**src/rtl/busca_pkg.sv**
```systemverilog
// Shared definitions for the instruction fetch unit: FSM states, default
// geometry and the NOP word driven whenever no instruction is offered.
package busca_pkg;

    localparam int         DEPTH_DEF  = 32;
    localparam int         ADDR_W_DEF = 5;
    localparam logic [7:0] NOP        = 8'hFF;

    typedef enum logic [1:0] {
        IDLE = 2'd0,
        RUN  = 2'd1,
        FIM  = 2'd2
    } estado_t;

endpackage

```
**src/rtl/memoria_instr.sv**
```systemverilog
// Program memory: DEPTH x 8, synchronous write, combinational read.
// Contents are deliberately not reset so a program survives rst_n.
module memoria_instr #(
    parameter int DEPTH  = 32,
    parameter int ADDR_W = 5
) (
    input  logic              clk,
    input  logic              i_we,
    input  logic [ADDR_W-1:0] i_waddr,
    input  logic [7:0]        i_wdata,
    input  logic [ADDR_W-1:0] i_raddr,
    output logic [7:0]        o_rdata
);

    logic [7:0] r_mem [DEPTH];

    always_ff @(posedge clk) begin
        if (i_we) begin
            r_mem[i_waddr] <= i_wdata;
        end
    end

    assign o_rdata = r_mem[i_raddr];

endmodule

```
**src/rtl/busca_instrucao.sv**
```systemverilog
// Instruction fetch unit: issues prog_len words from program memory over a
// valid/ready handshake, one per cycle when the consumer keeps ready high.
module busca_instrucao
    import busca_pkg::*;
#(
    parameter int DEPTH  = DEPTH_DEF,
    parameter int ADDR_W = ADDR_W_DEF
) (
    input  logic              clk,
    input  logic              rst_n,
    input  logic              load_en,
    input  logic [ADDR_W-1:0] load_addr,
    input  logic [7:0]        load_data,
    input  logic [ADDR_W:0]   prog_len,
    input  logic              start,
    input  logic              halt,
    output logic [7:0]        instr,
    output logic              instr_valid,
    input  logic              instr_ready,
    output logic [ADDR_W-1:0] pc,
    output logic              running,
    output logic              done
);

    estado_t           r_estado;
    estado_t           w_prox;
    logic [ADDR_W-1:0] r_pc;
    logic [7:0]        r_instr;
    logic [ADDR_W:0]   r_len;

    logic              w_xfer;
    logic              w_ultimo;
    logic [ADDR_W:0]   w_pc_inc;
    logic              w_we;
    logic [ADDR_W-1:0] w_rd_addr;
    logic [7:0]        w_rd_data;

    assign w_xfer   = (r_estado == RUN) && instr_ready;
    assign w_pc_inc = {1'b0, r_pc} + {{ADDR_W{1'b0}}, 1'b1};
    assign w_ultimo = (w_pc_inc == r_len);
    assign w_we     = load_en && (r_estado != RUN);
    // Only the non-final pc+1 is ever consumed, so the read never passes DEPTH-1.
    assign w_rd_addr = (r_estado == RUN) ? w_pc_inc[ADDR_W-1:0] : '0;

    memoria_instr #(
        .DEPTH  (DEPTH),
        .ADDR_W (ADDR_W)
    ) u_mem (
        .clk     (clk),
        .i_we    (w_we),
        .i_waddr (load_addr),
        .i_wdata (load_data),
        .i_raddr (w_rd_addr),
        .o_rdata (w_rd_data)
    );

    always_ff @(posedge clk or negedge rst_n) begin
        if (!rst_n) begin
            r_estado <= IDLE;
        end else begin
            r_estado <= w_prox;
        end
    end

    always_comb begin
        w_prox = r_estado;
        case (r_estado)
            IDLE: begin
                if (start) begin
                    w_prox = (prog_len != '0) ? RUN : FIM;
                end
            end
            RUN: begin
                if (halt) begin
                    w_prox = IDLE;
                end else if (w_xfer && w_ultimo) begin
                    w_prox = FIM;
                end
            end
            FIM:     w_prox = IDLE;
            default: w_prox = IDLE;
        endcase
    end

    // Halt wins over a coincident transfer: pc is left where it was.
    always_ff @(posedge clk or negedge rst_n) begin
        if (!rst_n) begin
            r_pc    <= '0;
            r_instr <= NOP;
            r_len   <= '0;
        end else begin
            case (r_estado)
                IDLE: begin
                    if (start) begin
                        r_instr <= w_rd_data;
                        r_pc    <= '0;
                        r_len   <= prog_len;
                    end
                end
                RUN: begin
                    if (!halt && w_xfer && !w_ultimo) begin
                        r_pc    <= w_pc_inc[ADDR_W-1:0];
                        r_instr <= w_rd_data;
                    end
                end
                default: begin
                end
            endcase
        end
    end

    assign running     = (r_estado == RUN);
    assign instr_valid = running;
    assign instr       = running ? r_instr : NOP;
    assign pc          = r_pc;
    assign done        = (r_estado == FIM);

endmodule

```
**config.mk**
```make
export PLATFORM = sky130hd
export DESIGN_NAME = busca_instrucao
export DESIGN_NICKNAME = d
export VERILOG_FILES = /design/src/rtl/busca_pkg.sv /design/src/rtl/memoria_instr.sv /design/src/rtl/busca_instrucao.sv
export SDC_FILE = /design/constraint.sdc
export NUM_CORES = 1
export LEC_CHECK = 0
export CAP_MARGIN = 20
export CORE_ASPECT_RATIO = 2
export CORE_UTILIZATION = 25
export CTS_CLUSTER_SIZE = 28
export DETAILED_ROUTE_END_ITERATION = 6
export HOLD_SLACK_MARGIN = 0.06
export SLEW_MARGIN = 20
export SYNTH_ARGS = -nofsm -noshare
export SYNTH_HDL_FRONTEND = slang
export SYNTH_HIERARCHICAL = 1
export SYNTH_SLANG_ARGS = --single-unit
export TNS_END_PERCENT = 1
```
**constraint.sdc**
```tcl
create_clock -name clk -period 3.38 [get_ports clk]
set_clock_uncertainty 0.1 [all_clocks]
set_input_delay 1.014 -clock clk [delete_from_list [all_inputs] [get_ports clk]]
set_output_delay 1.014 -clock clk [all_outputs]
set_load 0.05 [all_outputs]
```
Yosys cells after proc, flatten, opt, wreduce, memory -nomap -nowiden
Memory sizes are Yosys's and may differ from the RTL's.
Index checks and enable logic that the tools add are counted.
- bits in writable memories: 256
- bits in registers: 21
- output and inout port bits: 16
- memories kept: 1
- input port bits: 25
- logic and storage cells: 41
- memory list (name ; depth ; width ; read ports ; clocked after memory_dff ; write ports ; RTL line ; RTL):
    u_mem.r_mem ; 32 ; 8 ; 1 ; 0 ; 1 ; memoria_instr.sv:15 ; logic [7:0] r_mem [DEPTH];
- add/sub/neg operators: 1
- equality and inequality tests: 7
- reductions and logical operators: 13
- mux-type cells: 15
- operator list (operator ; count):
    $mux W8 ; 3
    $pmux W8 S2 ; 1
    $mux W5 ; 3
    $pmux W5 S2 ; 1
    $mux W2 ; 4
    $add A5 B1 Y6 const B ; 1
    $eq A6 B6 Y1 ; 1
    $reduce_bool A6 Y1 ; 1
    $logic_and A1 B1 Y1 ; 5
    $ne A2 B1 Y1 const B ; 2
    $pmux W2 S2 ; 1
    $reduce_and A2 Y1 ; 2
    $ne A3 B2 Y1 const B ; 1
    $reduce_and A3 Y1 ; 1
    $eq A2 B1 Y1 const B ; 1
    $eq A2 B2 Y1 const B ; 1
    $logic_not A1 Y1 ; 2
    $logic_not A2 Y1 ; 1
    $mux W1 ; 2
    $ne A2 B2 Y1 const B ; 1
    $reduce_bool A2 Y1 ; 1

Longest topological paths before layout
Gate-level depths: netlist of the first run.
- depth after elaboration: 6
- mapped depth: 9
- gate-level depth less buffers: 7

Modules after synthesis
Netlist of the first run, hierarchy kept.
- by module, submodules not included (module ; sequential area each (um^2) ; area an instance (um^2) ; cells each ; times used):
    memoria_instr ; 7687.4 ; 9893.2 ; 409 ; 1
    busca_instrucao ; 535.5 ; 1204.9 ; 102 ; 1

Worst setup path before layout of the first run
Ideal clock, no wire load.
- path kind: register to register
- start: reg r_estado[1]
- end: reg r_instr[0]
- slack: 0.017 ns
- period minus slack after synthesis: 3.363 ns
- path buffers: 3
- cell stages (with the launch flop): 10
- arrival time: 3.181 ns
- required time: 3.198 ns
- setup time: 0.082 ns
- cell sequence: dfrtp_1 nand2b_1 clkbuf_1 inv_1 and2_1 buf_2 buf_1 mux4_2 mux2_2 mux2_2
- elaborated cells on any way between the ends: 14
- those cells by class: eq/ne: 3; mux: 4; reduce/logical: 6; memory: 1
- RTL lines (what ; RTL line ; RTL):
    start: declaration ; busca_instrucao.sv:25 ; estado_t r_estado;
    start signal: assignment ; busca_instrucao.sv:61 ; r_estado <= w_prox;
    $eq A2 B1 Y1 (*) ; - ;
    via instr_valid ; busca_instrucao.sv:18 ; output logic instr_valid,
    $mux W5 (*) ; busca_instrucao.sv:43 ; assign w_rd_addr = (r_estado == RUN) ? w_pc_inc[ADDR_W-1:0] : '0;
    via w_rd_addr[1] ; busca_instrucao.sv:35 ; logic [ADDR_W-1:0] w_rd_addr;
    $mem_v2 Z32 W8 (*) ; - ;
    via w_rd_data[0] ; busca_instrucao.sv:36 ; logic [7:0] w_rd_data;
    $mux W8, on equally long branches ; busca_instrucao.sv:101, busca_instrucao.sv:94 ;
    $pmux W8 S2 (*) ; busca_instrucao.sv:92 ; case (r_estado)
    end signal: assignment ; busca_instrucao.sv:95 ; r_instr <= w_rd_data;
    end signal: assignment ; busca_instrucao.sv:103 ; r_instr <= w_rd_data;
    end: declaration ; busca_instrucao.sv:28 ; logic [7:0] r_instr;
The timed path passes the listed nets; every way through them passes the cells marked *. The select of a mux whose other input is x is not followed.
A chain may end at the register's enable or synchronous reset.

Worst setup path after layout of the first run
- start: reg r_pc[1], in the netlist pc[1]
- end: reg r_instr[5]
- elaborated cells on any way between the ends: 11
- those cells by class: add/sub: 1; eq/ne: 2; mux: 4; reduce/logical: 3; memory: 1
- RTL lines (what ; RTL line ; RTL):
    start: declaration ; busca_instrucao.sv:27 ; logic [ADDR_W-1:0] r_pc;
    start signal: assignment ; busca_instrucao.sv:102 ; r_pc <= w_pc_inc[ADDR_W-1:0];
    $add A5 B1 Y6 (*) ; busca_instrucao.sv:39 ; assign w_pc_inc = {1'b0, r_pc} + {{ADDR_W{1'b0}}, 1'b1};
    $mux W5 (*) ; busca_instrucao.sv:43 ;
    via w_rd_addr[2] ; busca_instrucao.sv:35 ;
    $mem_v2 Z32 W8 (*) ; - ;
    via w_rd_data[5] ; busca_instrucao.sv:36 ;
    $mux W8, on equally long branches ; busca_instrucao.sv:101, busca_instrucao.sv:94 ;
    $pmux W8 S2 (*) ; busca_instrucao.sv:92 ;
Marked as above.

==> results by stage, run 1 <==
Run status:
- The run finished with clean final reports.

Critical path:
- Along the worst path, the maximum fanout reaches 17.
- Traced cell by cell, the critical path runs through ha_1, xnor2_1, nor2_4, buf_12, buf_12, mux4_2, mux4_2, mux2_2, mux2_2.
- In this run the critical register-to-register path is launched from pc[1]$_DFFE_PN0P_.
- The largest individual stage delay along the critical path comes from the cell sky130_fd_sc_hd__mux4_2.
- Counting cells, the worst reg-to-reg path comes to 9.
- The maximum single-stage delay on the critical path is 0.56 ns.
- Data on the critical path arrives at its endpoint at 3.43 ns.
- The worst setup path is of the register to register kind.
- The nature of the critical path startpoint is a register.
- The kind of capture point of the worst setup path is a register.
- Tracing the worst setup path back leads to its startpoint at pc[1]$_DFFE_PN0P_.
- The data required time of the worst path is 3.75 ns.

Clocking:
- Counting the buffers created by CTS gives 25.
- The clock tree from TritonCTS is done.
- Post-CTS repair changed the size of 0 cells.
- The CTS clock-pin slew for the worst setup and hold paths is 0.07 ns.
- After clock tree synthesis, the flow added hold-fix buffers numbering 0.
- In this run the number of H-tree levels came out at 1.
- The cell sitting at the root of the clock tree is a sky130_fd_sc_hd__clkbuf_16.
- Counting along the longest clock path gives a buffer depth of 3.
- The number of setup buffers added after CTS is 0.
- The clock sink total is 277.
- At the later pin of the worst-skew pair, clock insertion delay measures 0.54 ns.

Synth:
- By instance count, the leading cell after synthesis is sky130_fd_sc_hd__edfxtp_1.
- The commonest cells after synthesis are sky130_fd_sc_hd__edfxtp_1, sky130_fd_sc_hd__mux4_2, sky130_fd_sc_hd__nor2_1.
- The proportion of register bits with asynchronous set or reset after synthesis is 0.0758.
- The synthesized design contains 256 enable-type register cells.
- The flip-flop cell with the highest count after synthesis is sky130_fd_sc_hd__edfxtp_1.
- The net count of the mapped netlist is 537.
- The average cell area after synthesis is 21.7 sq um.
- Yosys mapped the design onto 39 distinct sky130hd cell types.
- For this run, the register share of the synthesized area comes to 0.741.
- The flip-flop and latch count after synthesis is 277.
- The yosys synthesis warning count is 6.
- The synthesized design spends more area on one cell type than any other, namely sky130_fd_sc_hd__edfxtp_1.
- In the synthesized netlist, the number of instances is 511.
- The share of synthesized area in the top cell type comes to 0.693.
- The synthesized cell area is 11100 sq um.
- In the post-synthesis netlist, the biggest area contributors are sky130_fd_sc_hd__edfxtp_1, sky130_fd_sc_hd__mux4_2, sky130_fd_sc_hd__dfrtp_1.

Global route:
- The first global-routing pass estimated 39.0 mm of wire.
- The number of global-route vias before repair is 5895.
- The global-route congestion overflow total is 0.
- The initial antenna violation count is 1.
- The maximum number of pins on one net before global-route repair is 33.
- Across every metal layer, demand over resource in global routing totals 0.122.

Flow run:
- Max-cap violations in this run came to 0.

Placement:
- The half-perimeter wire length after detailed placement is 19.3 mm.
- Prior to clock tree synthesis, the placed netlist has a worst setup slack of 0.278 ns.
- The cell area after placement is 12600 sq um.
- The number of placed instances, taps included, is 1137.
- The placer's final routability congestion estimate is 0.806.
- Port buffering added 40 buffers.

STA:
- After layout, the worst setup slack is 0.312 ns.
- The number of slew-limit violations in the final report was 0.
- The final number of setup-violating endpoints is 0.
- The clock period could shrink to 3.07 ns.
- The relative slew slack is 0.381.
- Hold timing on the final database bottoms out at a slack of 0.374 ns.
- In the finished design, the share of the clock period the worst path needs comes to 0.908.
- The final-layout setup total negative slack is 0 ns.
- The number of hold-slack violations in the final timing report came to 0.
- The maximum clock frequency is 326 MHz.
- The pin slew with the least headroom to its limit is 0.925 ns.
- Setup repair after global routing left no endpoint under its margin.

Die:
- The horizontal extent of the die is 151 um.
- For this configuration, the core starts out at a cell density of 0.254.
- 41 I/O pins were placed.
- The row count is 108.
- The vertical die dimension is 300 um.
- The floorplan step defined a core boundary enclosing 43600 sq um.
- The die covers 45300 sq um.

Cells and area:
- The total number of nets in the final design is 640.
- At the end of the flow the core is filled with cells to 0.307.
- Summing all multi-input logic gate instances after layout gives 2760 sq um.
- Excluding fillers, the count of instances in the completed layout stands at 1183.
- Summing all flip-flop and latch instances after layout gives 8220 sq um.
- The number of filler instances in the final layout is 4177.
- Relative to the synthesized area, the layout overhead comes to 20.7%.
- Summing all non-filler instances in the final layout gives an area of 13400 sq um.
- The share of layout cells above drive strength 1 is 0.381.

Detailed routing:
- The first routing iteration left 374 violations.
- Dividing the detail-routed wire length by the instance count gives 22.8 um.
- The via count is 5341.
- In the routed design, unresolved DRC markers number 0.
- The wire length reported by the detailed router is 26.9 mm.
- The detailed-route vias per instance is 4.51.
- The first detailed-routing pass took 6 iterations.
- The detail route stage leaves a number of antenna-violating nets equal to 0.

Power and ir drop:
- Power comes to 7.78 mW.
- Power spread over the standard cell area amounts to 581 nW/um^2.
- The maximum vdd ir drop is 418 uV.
- The leakage power of the design is 4.24 nW.

Min path:
- The kind of path behind the tightest hold check is register to register.
- Counting instances, the worst hold path has a depth of 1.
- The startpoint of the lowest-slack hold path is r_estado[1]$_DFFE_PN0P_.
## placed cells by master (no fill, tap or decap), drive strengths merged, types with 6 or more instances in the layout
cell type	count
nor2	42
clkinv	10
mux2	23
mux4	80
nand2b	11
dfrtp	13
edfxtp	256
clkbuf	28
dfstp	8
buf	70
nand3b	7
and3	6
clkdlybuf4s50	30
## worst max-delay path, delay by kind of cell, from the launching register on
family | cells | cell delay (ns)
adders and majority gates | 1 | 0.29
and+or+nand+nor | 1 | 0.14
DFF | 1 | 0.44
buffers and inverters | 2 | 0.36
muxes | 4 | 1.45
xor gates and xnor gates | 1 | 0.19
## where the power goes
part | leakage [nW] | internal, mW | switching, mW | total [mW]
Sequential | 2.55 | 3.85 | 0.0531 | 3.90
Combinational | 1.28 | 0.488 | 0.544 | 1.03
Clock | 0.399 | 1.60 | 1.25 | 2.85
## cell type report
type	instances	area share
Timing Repair Buffer	100	0.0673
Sequential cell	277	0.614
Multi-Input combinational cell	208	0.206
Clock inverter	17	0.0133
Clock buffer	28	0.0476
Tap cell	550	0.0514
Inverter	2	0.000561
Antenna cell	1	0.000187
## metal layers
layer / GRT usage / vias to the layer above / wire length, um
met5: 0 / - / 13
met4: 0.0605 / 2 / 1250
met3: 0.0140 / 50 / 784
met2: 0.251 / 118 / 16300
met1: 0.112 / 2859 / 8620
li1: - / 2312 / -
## registers in the layout (all words and copies together) (netlist names)
signal,cells
u_mem/r_mem,256
r_instr,8
r_len,6
pc,5
r_estado,2
## path summary, 6_finish.rpt
| path | end | slack (ns) |
|---|---|---|
| min in group asynchronous | r_len[1]$_DFFE_PN0P_ | 0.88 |
| worst min-delay path | r_estado[1]$_DFFE_PN0P_ | 0.37 |
| worst max-delay path | r_instr[5]$_DFFE_PN1P_ | 0.31 |
| worst max register to register | r_instr[5]$_DFFE_PN1P_ | 0.31 |
| max in group asynchronous | r_instr[1]$_DFFE_PN1P_ | 1.59 |
| worst min register to register | r_estado[1]$_DFFE_PN0P_ | 0.37 |
## kinds of logic (layout without fill, tap and decap cells)
| family | count (synthesis) | count (layout) | synth area share |
|---|---|---|---|
| flops | 277 | 277 | 0.741 |
| mux | 104 | 104 | 0.187 |
| other cells | 0 | 1 | 0 |
| simple gates | 85 | 85 | 0.0410 |
| compound gates | 10 | 10 | 0.00924 |
| fa+ha+maj | 1 | 1 | 0.00113 |
| xor+xnor | 8 | 8 | 0.00902 |
| buf+inv | 26 | 147 | 0.0121 |
(Power assumes the default switching activity.)
==> run 2: changes to the inputs <==
--- a/config.mk
+++ b/config.mk
@@ -7,7 +7,8 @@
 export LEC_CHECK = 0
 export CAP_MARGIN = 20
 export CORE_ASPECT_RATIO = 2
-export CORE_UTILIZATION = 25
+export CORE_UTILIZATION = 30
+export CTS_BUF_LIST = sky130_fd_sc_hd__clkbuf_8
 export CTS_CLUSTER_SIZE = 28
 export DETAILED_ROUTE_END_ITERATION = 6
 export HOLD_SLACK_MARGIN = 0.06
==> constraint.sdc (replaced) <==
create_clock -name clk -period 3.7 [get_ports clk]
set_clock_uncertainty 0.1 [all_clocks]
set_input_delay 1.11 -clock clk [delete_from_list [all_inputs] [get_ports clk]]
set_output_delay 1.11 -clock clk [all_outputs]
set_load 0.05 [all_outputs]
==> results by stage, run 2 (synthesis gave the netlist of run 1 again) <==
Global route:
- In the global route stage, overall resource usage came out at 0.133.
- The number of global-route vias before repair is 5910.
- The maximum number of pins on one net before global-route repair is 65.
- The first-pass GRT wire length is 37.2 mm.
- The initial antenna violation count is 1.
- Summed over all layers, the global routing overflow is 0.

Cells and area:
- The layout has 3376 filler cells.
- The total non-filler cell area in the finished layout is 13100 sq um.
- In the layout the commonest cells are sky130_fd_sc_hd__edfxtp_1, sky130_fd_sc_hd__mux4_2, sky130_fd_sc_hd__buf_4.
- Counting flops per register, the top entry is u_mem/r_mem.
- After the last flow step, the layout net total stands at 642.
- The register with the most flip-flops in the layout has 256 of them.
- Summing all multi-input logic gate instances after layout gives 2760 sq um.
- The area of all sequential standard cells is 8220 sq um.
- The layout overhead on the synthesized area is 17.8%.
- In the final layout, the registers with the most flip-flops are u_mem/r_mem (256), r_instr (8), r_len (6).
- Of the cells placed in the final design, the portion with a size suffix greater than 1 is 0.360.
- Leaving out fill and tap cells, the most frequent cell in the layout is sky130_fd_sc_hd__edfxtp_1.
- The non-filler instance count after layout is 1099.

Die:
- The core box area is 36400 sq um.
- The horizontal extent of the die is 138 um.
- The effective utilization at floorplan is 0.305.
- The vertical die dimension is 274 um.
- The number of I/O pins is 41.
- The floorplan step defined a die boundary enclosing 37800 sq um.
- The row count is 99.

Critical path:
- Across all register-to-register paths, the minimum setup slack is 0.41 ns.
- The signal on the critical path passes through nand2b_1, inv_1, nand2b_1, dlygate4sd2_1.
- The category of the critical setup timing path is register to primary output.
- The maximum single-stage delay on the critical path is 0.55 ns.
- Measured in cells, the most critical reg-to-reg path has a length of 8.
- The launching element of the worst setup path is r_estado[1]$_DFFE_PN0P_.
- The critical-path cell with the highest stage delay is sky130_fd_sc_hd__dlygate4sd2_1.
- The endpoint of the worst-slack reg-to-reg timing path is r_instr[4]$_DFFE_PN1P_.
- At the worst endpoint, the required time is 2.49 ns.
- In this design, the critical path's most frequently occurring cell is sky130_fd_sc_hd__nand2b_1.
- The worst-path maximum fanout is 11.
- The kind of capture point of the worst setup path is a primary output.
- The critical path data arrival time is 2.28 ns.
- The startpoint identified for the worst register-to-register timing path is r_estado[1]$_DFFE_PN0P_.
- The nature of the critical path startpoint is a register.

Clocking:
- Clock latency on the worst-skew pair, taken at its later pin, is 0.57 ns.
- TritonCTS built the clock tree.
- The H-tree level count is 2.
- The clock passes through at most 3 buffers.
- The cell at the root of the clock tree is sky130_fd_sc_hd__clkbuf_8.
- The quantity of hold-fixing buffers added after cts is 0.
- Clock tree synthesis inserted a total of 38 buffers.
- Clock-pin slew was measured on the worst setup and hold paths at 0.08 ns.
- The clock sink total is 277.

STA:
- The number of hold-slack violations in the final timing report is 0.
- The pin slew with the least headroom to its limit is 0.772 ns.
- Setup repair after global routing left no endpoint under its margin.
- The time the final worst path needs with I/O delays and setup is 3.49 ns.
- The final number of setup-violating endpoints is 0.
- Final hold analysis gives a worst-case slack of 0.368 ns.
- Based on the critical path, the design can be clocked at up to 287 MHz.
- The post-route clock period utilization is 0.943.
- The number of slew-limit violations in the final report is 0.
- Summed over all failing endpoints, the final setup total negative slack is 0 ns.
- The relative slew slack is 0.483.

Detailed routing:
- Summed over all layers, the routed wires come to 24.6 mm.
- The first-pass iteration count of the detailed router is 6.
- The wire length per cell after detailed routing is 22.3 um.
- In this run the remaining antenna-violating nets after routing total 0.
- The detailed-route DRC error count is 0.
- The detailed router placed 5344 vias in this run.
- For this block, the initial DRC count from the detailed router was 279.
- Dividing the detail-routed via count by the number of cells gives 4.86.

Min path:
- The kind of path behind the tightest hold check is register to register.
- The startpoint of the lowest-slack hold path is r_estado[1]$_DFFE_PN0P_.
- The worst hold path terminates at r_estado[1]$_DFFE_PN0P_.
- The worst hold path depth is 1.

Placement:
- The cell area after placement is 12400 sq um.
- Buffers placed on the I/O ports in this run total 40.
- In this run, placement finished with an instance count of 1030.
- Detailed placement finished with a half-perimeter wire length of 16.7 mm.
- The placer's final routability congestion estimate is 0.850.

Power and ir drop:
- The portion of total power attributed to combinational logic is 0.132.
- The cell area power density is 514 nW/um^2.
- The switching power is 1.66 mW.
- The proportion of power drawn by the clock network is 0.337.
- The maximum vdd ir drop is 343 uV.
- The power share of the sequential group is 0.531.
- Of the total power, the share spent switching nets is 0.247.
- The internal portion of the total power is 5.05 mW.
- For this design the static power due to leakage is 4.17 nW.
- The final total power is 6.71 mW.

Flow run:
- The tool flagged a number of max-cap violations equal to 0.

Run status:
- The run finished with clean final reports.
-- run 2: changes by cell type in the layout (fill, tap and decap cells not counted), sizes merged --
| cell | delta |
|---|---|
| bufinv | -1 |
| clkinv | +5 |
| buf | -20 |
| inv | +9 |
| dlygate4sd2 | +10 |
| clkdlybuf4s50 | -1 |
| clkbuf | +10 |
-- run 2: through the flow --
| stage | setup slack [ns] | utilization |
|---|---|---|
| 3_3_place_gp | 0.388 | 0.339 |
| 4_1_cts | 0.146 | 0.359 |
| 5_1_grt | 0.0339 | 0.359 |
| 6_report | 0.210 | 0.359 |
| 3_5_place_dp | 0.332 | 0.339 |
| 2_1_floorplan | 0.337 | - |
-- run 2: worst max-delay path by stage --
stage / endpoint / slack [ns]
2_1_floorplan: r_instr[0]$_DFFE_PN1P_ / 0.34
3_3_place_gp: r_instr[4]$_DFFE_PN1P_ / 0.39
3_5_place_dp: r_instr[4]$_DFFE_PN1P_ / 0.33
4_1_cts: instr[5] / 0.15
5_1_grt: instr[2] / 0.03
6_report: instr[5] / 0.21
-- run 2: metal layers --
layer / global-route usage / wire length [um] / up-vias
li1: - / - / 2326
met1: 0.139 / 8660 / 2821
met2: 0.256 / 14000 / 144
met3: 0.0197 / 955 / 53
met4: 0.0662 / 940 / 0
met5: 0 / 0 / -
-- run 2: timing repair --
action / in CTS / in global routing
gates resized for setup: 10 / 0
buffers inserted: 0 / 0
endpoints found under the setup margin: 10 / 0
-- run 2: worst max-delay path, delay by kind of cell, from the launching register on --
kind	cells	cell delay [ns]
buffers and inverters	2	0.82
DFF	1	0.38
and+or+nand+nor	2	0.55
-- run 2: power groups by stage --
| stage | Combinational [mW] | Clock, mW | Sequential [mW] |
|---|---|---|---|
| after global placement | 0.914 | 0 | 3.63 |
| after detailed placement | 0.924 | 0 | 3.63 |
| final | 0.885 | 2.26 | 3.56 |
| after CTS | 0.907 | 2.34 | 3.56 |
| after global routing | 0.946 | 2.44 | 3.57 |
| after floorplan | 0.619 | 0 | 3.61 |
-- run 2: final cells by class --
class / instances / share of cell area
Clock buffer: 38 / 0.0400
Antenna cell: 1 / 0.000191
Timing Repair Buffer: 89 / 0.0603
Multi-Input combinational cell: 208 / 0.211
Tap cell: 454 / 0.0435
Sequential cell: 277 / 0.629
Inverter: 2 / 0.000574
Clock inverter: 30 / 0.0153
